**config.mk**
```make
export PLATFORM = sky130hd
export DESIGN_NAME = knight_rider_monitor
export DESIGN_NICKNAME = d
export VERILOG_FILES = /design/src/rtl/kr_pkg.sv /design/src/rtl/onehot_encoder.sv /design/src/rtl/knight_rider_monitor.sv
export SDC_FILE = /design/constraint.sdc
export NUM_CORES = 1
export LEC_CHECK = 0
export CORE_UTILIZATION = 53
export DETAILED_ROUTE_END_ITERATION = 8
export PLACE_DENSITY = 0.76
export SETUP_SLACK_MARGIN = 0.5
export SLEW_MARGIN = 30
export SYNTH_ARGS = -nofsm -noshare
export SYNTH_HDL_FRONTEND = slang
export SYNTH_SLANG_ARGS = --single-unit
```
**constraint.sdc**
```tcl
create_clock -name clk -period 3.35 [get_ports clk]
set_input_delay 0.335 -clock clk [delete_from_list [all_inputs] [get_ports clk]]
set_output_delay 0.335 -clock clk [all_outputs]
set_load 0.03 [all_outputs]
```
**src/rtl/kr_pkg.sv**
```systemverilog
// Shared types and constants for the knight-rider LED bus monitor.
package kr_pkg;
  localparam int unsigned WIDTH   = 16;
  localparam int unsigned POS_W   = 4;
  localparam int unsigned STALL_W = 26;

  typedef enum logic [1:0] {IDLE, ACQ, TRACK, ERROR} state_t;

  typedef enum logic [1:0] {
    NONE         = 2'd0,
    NOT_ONEHOT   = 2'd1,
    SKIP         = 2'd2,
    BAD_REVERSAL = 2'd3
  } err_code_t;
endpackage

```
**src/rtl/onehot_encoder.sv**
```systemverilog
// Combinational 16-to-4 index encoder with a one-hot validity flag.
module onehot_encoder
  import kr_pkg::*;
(
  input  logic [WIDTH-1:0] i_data,
  output logic [POS_W-1:0] o_index,
  output logic             o_is_onehot
);

  always_comb begin
    o_index = '0;
    for (int i = 0; i < int'(WIDTH); i++) begin
      if (i_data[i]) o_index = o_index | POS_W'(i);
    end
    // Exactly one bit set: nonzero and clearing the lowest set bit leaves zero.
    o_is_onehot = (i_data != '0) && ((i_data & (i_data - WIDTH'(1))) == '0);
  end

endmodule

```
**src/rtl/knight_rider_monitor.sv**
```systemverilog
// Receiving-end checker for the 16-LED scanner bus: tracks position/direction,
// counts end-of-travel bounces and flags illegal patterns, skips, reversals and stalls.
module knight_rider_monitor #(
  parameter int unsigned WIDTH       = 16,
  parameter logic [25:0] STALL_LIMIT = 26'h2000000
) (
  input  logic             clk,
  input  logic             rst,
  input  logic             clr,
  input  logic [WIDTH-1:0] dataIn,
  output logic [3:0]       position,
  output logic             posValid,
  output logic             dir,
  output logic             stepStrobe,
  output logic [7:0]       bounceCount,
  output logic             stall,
  output logic             error,
  output logic [1:0]       errorCode
);
  import kr_pkg::*;

  state_t             r_state;
  err_code_t          r_code;
  logic [15:0]        r_sample;
  logic [15:0]        r_prev;
  logic [STALL_W-1:0] r_stall_cnt;

  logic [POS_W-1:0]   w_new_pos;
  logic               w_onehot;
  logic               w_change;
  logic               w_up;
  logic               w_down;
  logic               w_reverse;
  logic               w_at_end;
  err_code_t          w_code;

  onehot_encoder u_enc (
    .i_data      (r_sample),
    .o_index     (w_new_pos),
    .o_is_onehot (w_onehot)
  );

  assign errorCode = r_code;
  assign w_change  = (r_sample != r_prev);
  // Widened compares so 15->0 and 0->15 never look like single steps.
  assign w_up      = ({1'b0, w_new_pos} == ({1'b0, position} + 5'd1));
  assign w_down    = (({1'b0, w_new_pos} + 5'd1) == {1'b0, position});
  assign w_reverse = (r_state == TRACK) && (w_up != dir);
  assign w_at_end  = (w_up && (position == 4'd0)) || (w_down && (position == 4'd15));

  always_comb begin
    w_code = NONE;
    if (!w_onehot)                 w_code = NOT_ONEHOT;
    else if (!(w_up || w_down))    w_code = SKIP;
    else if (w_reverse && !w_at_end) w_code = BAD_REVERSAL;
  end

  always_ff @(posedge clk or posedge rst) begin
    if (rst) begin
      r_state     <= IDLE;
      r_code      <= NONE;
      r_sample    <= '0;
      r_prev      <= '0;
      r_stall_cnt <= '0;
      position    <= '0;
      posValid    <= 1'b0;
      dir         <= 1'b0;
      stepStrobe  <= 1'b0;
      bounceCount <= '0;
      stall       <= 1'b0;
      error       <= 1'b0;
    end else begin
      r_sample   <= dataIn;
      stepStrobe <= 1'b0;
      if (clr) begin
        r_state     <= IDLE;
        r_code      <= NONE;
        r_stall_cnt <= '0;
        posValid    <= 1'b0;
        bounceCount <= '0;
        stall       <= 1'b0;
        error       <= 1'b0;
      end else begin
        case (r_state)
          IDLE: begin
            if (w_onehot) begin
              r_prev      <= r_sample;
              position    <= w_new_pos;
              posValid    <= 1'b1;
              r_stall_cnt <= '0;
              r_state     <= ACQ;
            end
          end
          ACQ, TRACK: begin
            if (w_change) begin
              if (w_code != NONE) begin
                r_state  <= ERROR;
                r_code   <= w_code;
                error    <= 1'b1;
                posValid <= 1'b0;
                stall    <= 1'b0;
              end else begin
                if (w_reverse && (bounceCount != 8'hFF)) bounceCount <= bounceCount + 8'd1;
                dir         <= w_up;
                r_prev      <= r_sample;
                position    <= w_new_pos;
                stepStrobe  <= 1'b1;
                stall       <= 1'b0;
                r_stall_cnt <= '0;
                r_state     <= TRACK;
              end
            end else if (r_stall_cnt != STALL_LIMIT) begin
              r_stall_cnt <= r_stall_cnt + STALL_W'(1);
              if ((r_stall_cnt + STALL_W'(1)) == STALL_LIMIT) stall <= 1'b1;
            end
          end
          ERROR: begin
          end
        endcase
      end
    end
  end

endmodule
```
==> results summary, run 1 <==
The wire length of the first global-routing pass is 22.11 mm. The via-per-instance ratio came out at 6.626. The element type at the critical path end is a flip-flop.

In this run, CTS created clock tree buffers numbering 9. The total half-perimeter wirelength after legalization and detailed placement is 8.845 mm. The overall die width came out at 98.35 um.

The total of flip-flops plus latches after synthesis is 79. The number of hold violations in the final report is 0. The number of placement rows came out at 34. For the pin with the worst max-slew slack, the measured transition is 803.5 ps. The count of pins on the block boundary came out at 38. Counting every net in the synthesized netlist gives 564.

The hold buffer count at cts came out at 0. The worst path meets setup with 1.360 ps of slack. Counting along the longest clock path gives a buffer depth of 2.

The via count of the first global-routing pass is 4,363. The run finished, with violations left. The finished layout holds 730 standard cells, fillers aside. Max-cap violations in this run came to 0. The initial DRC count came out at 486. The final reports fail on design-rule violations. For this run, design rule violations remaining after detail routing come to 3. Setup violations remaining at the end of the flow were counted as 0. The core footprint is 8848 sq um. The reg-to-reg setup timing slack came out at 1 ps. The most utilized layer in the global route result is met2. The die covers 9672 sq um. The endpoint identified for the worst register-to-register timing path is r_stall_cnt[22]. After clock tree synthesis, the clock-pin slew on the worst setup and hold paths is 90 ps.

The part of the Yosys area used for sequential elements came out at 40.18%. The weighted congestion at the end of routability-driven global placement is 0.9008. The synthesized area came out at 4920 sq um.

The global routing usage summed across all routing layers is 28.65%. The maximum net fanout on the critical path came out at 6. The initial utilization of the core area, before any placement, comes to 55.60%. The post-route core utilization is 76.60%. The worst hold path belongs to the class input port to asynchronous set/reset pin.

The main flop type after synthesis is dfrtp_1. In this run, distinct cell masters in the synthesized netlist total 66. The cell sitting at the root of the clock tree is a clkbuf_8. Summed over all layers, the routed wires come to 15.38 mm. The power per standard cell area is 325.1 nW/um^2. The antenna cell count came out at 0.

The synthesis-to-finish area growth is 37.77%. The arrival time of data at the critical path endpoint came out at 3620 ps. The analysis attributes to cell leakage a power of 2.640 nW.

Counting tap cells, the placed design contains a total of 680 instances. The number of detailed-routing iterations run before antenna repair came out at 9. The count of buffers added on input and output ports is 37. Across the VDD grid, the largest voltage drop is 236.9 uV. The residual antenna-violating net count after detailed routing is 0.

The category of the critical setup timing path is flip-flop to flip-flop. For this run, the post-layout net count is 644. The total chip power is 2.203 mW. The share of the clock period used by the worst path after layout is 99.96%. The critical path data required time is 3620 ps. Measured against its own limit, the worst slew margin works out to 45.94%.

For this block, the via count after detailed routing is 4,837. The clock reaches the later pin of the worst-skew pair after 360 ps. The fmax came out at 0.2986 GHz. The mean area per synthesized cell came out at 9.161 sq um. The number of sinks handled by clock tree synthesis is 79. The worst slack at placement came out at -36.29 ps. Across the routed clock network, the largest skew measured is 13.79 ps. The instance count of the mapped netlist is 537. Yosys mapped a number of flops with a built-in enable equal to 0. The count of warnings emitted by yosys came out at 0.

Measured along the y axis, the die boundary spans 98.35 um. For met3 alone, demand over resource in global routing was 3.293%. In this run the critical register-to-register path is launched from r_sample[15]. The total overflow reported by the global router is 0. The share of synthesized flip-flops with an asynchronous set or reset is 100.0%.

Setup repair after global routing could not meet its margin everywhere. Cells with a size suffix above 1 make up 33.76% of the layout. The routed wire length per instance is 21.07 um. TritonCTS built the clock tree. The global-route met1 utilization is 40.29%. The worst hold slack across all endpoints came out at 372.9 ps. Subtracting the final worst setup slack from the clock period gives 3349 ps. The critical path launch point type is a flip-flop.

The met2 layer usage reported by global route came out at 46.37%. The maximum number of pins on one net before global-route repair came out at 58. The H-tree depth reported by CTS is 3. The number of slew-limit violations in the final report came out at 0. The number of antenna violations at the first check in global routing came to 0. For the worst flop-to-flop path, the logic depth is 17.
==> placed cells by master, fill, tap and decap left out, types with 12 or more instances in the layout <==
cell,instances
dfrtp_1,65
nor3_1,12
xor2_1,21
dfrtp_2,14
buf_4,54
inv_1,21
o21ai_0,17
clkdlybuf4s50_1,37
a31oi_4,15
buf_6,13
nand4_1,13
a21oi_1,26
nand3_1,23
mux2_2,22
nor2_1,28
a31oi_1,15
nand2_1,43
==> power breakdown <==
group,total (mW),internal (mW),switching (mW)
sequential,1.01,0.979,0.0312
combinational,0.375,0.160,0.215
clock,0.818,0.446,0.372
==> how the worst max path moves through the flow <==
stage,from,to,slack (ps)
finish,r_sample[15],r_stall_cnt[22],1
global route,r_sample[5],bounceCount[3],-50
CTS,r_sample[1],bounceCount[3],110
detailed placement,r_sample[7],bounceCount[3],-40
global placement,r_sample[7],bounceCount[3],80
floorplan,r_sample[5],bounceCount[3],30
==> flip-flops by register name (all words and copies together) (netlist names) <==
| register | flops |
|---|---|
| error | 1 |
| errorCode | 2 |
| stepStrobe | 1 |
| posValid | 1 |
| stall | 1 |
| r_prev | 16 |
| dir | 1 |
| r_sample | 16 |
| position | 4 |
| r_stall_cnt | 26 |
| bounceCount | 8 |
| r_state | 2 |
==> cell families after synthesis <==
logic type | synth area share [%]
AOI/OAI and AO/OA | 17.78
and+or+nand+nor | 23.07
xor gates and xnor gates | 5.442
buffers and inverters | 5.366
adders and majority gates | 2.238
DFF | 40.18
muxes | 5.926
==> critical path, cell delays in order, from the launching register on <==
cell and delay (ps):
dfrtp_1 460, nor4_4 370, nand2_1 130, ha_2 230, buf_6 120, nand4b_1 160, a31oi_4 120, o21ai_4 230
buf_6 140, a211oi_2 30, buf_4 170, buf_6 120, buf_6 110, o31ai_4 260, a21boi_4 110, buf_12 160
buf_8 130, a31oi_1 210
==> layer usage <==
metal	vias to the layer above	share of wire [%]
met1	2371	41
met4	0	3.1
met3	45	7.2
met2	267	49
met5	-	0
li1	2154	-
==> layout make-up <==
type / instances / area (sq um)
well taps: 108 / 135.1
repair buffers: 110 / 1047
multi-input cells: 395 / 3291
clock buffers: 12 / 145.1
inverters: 22 / 87.58
flip-flops and latches: 79 / 1994
fillers: 542 / 2071
clock inverters: 4 / 77.57
==> synthesized netlist by cell type, types with 22 or more instances <==
library cell	instances	area, sq um
nor2_1	31	116.4
dfrtp_1	79	1977
o21ai_0	22	110.1
mux2_2	24	270.3
inv_1	22	82.58
a21oi_1	32	160.2
nand2_1	45	168.9
a31oi_1	31	193.9
xor2_1	22	192.7
clkbuf_1	29	108.9
nor4_1	22	137.6
nand3_1	26	130.1
==> per-stage QoR <==
| stage | TNS, ps | instance area, sq um |
|---|---|---|
| 6_report | 0 | 6778 |
| 5_1_grt | -1163 | 6778 |
| 4_1_cts | 0 | 6236 |
| 3_5_place_dp | -65.13 | 5617 |
| 3_3_place_gp | 0 | 5613 |
| 2_1_floorplan | 0 | 4985 |
==> timing repair <==
item | in CTS | in global routing
cloned | 0 | 3
endpoints found under the hold margin | 0 | 0
gates resized for setup | 50 | 67
endpoints found under the setup margin | 62 | 62
setup buffers | 21 | 10
pin swaps | 20 | 24
(Power assumes the default switching activity.)
==> run 2, diff against run 1 <==
--- a/config.mk
+++ b/config.mk
@@ -5,6 +5,7 @@
 export SDC_FILE = /design/constraint.sdc
 export NUM_CORES = 1
 export LEC_CHECK = 0
+export ABC_AREA = 0
 export CORE_UTILIZATION = 53
 export DETAILED_ROUTE_END_ITERATION = 8
 export PLACE_DENSITY = 0.76
==> results of run 2 <==
Final layout, timing and power as in run 1 (identical DEF).
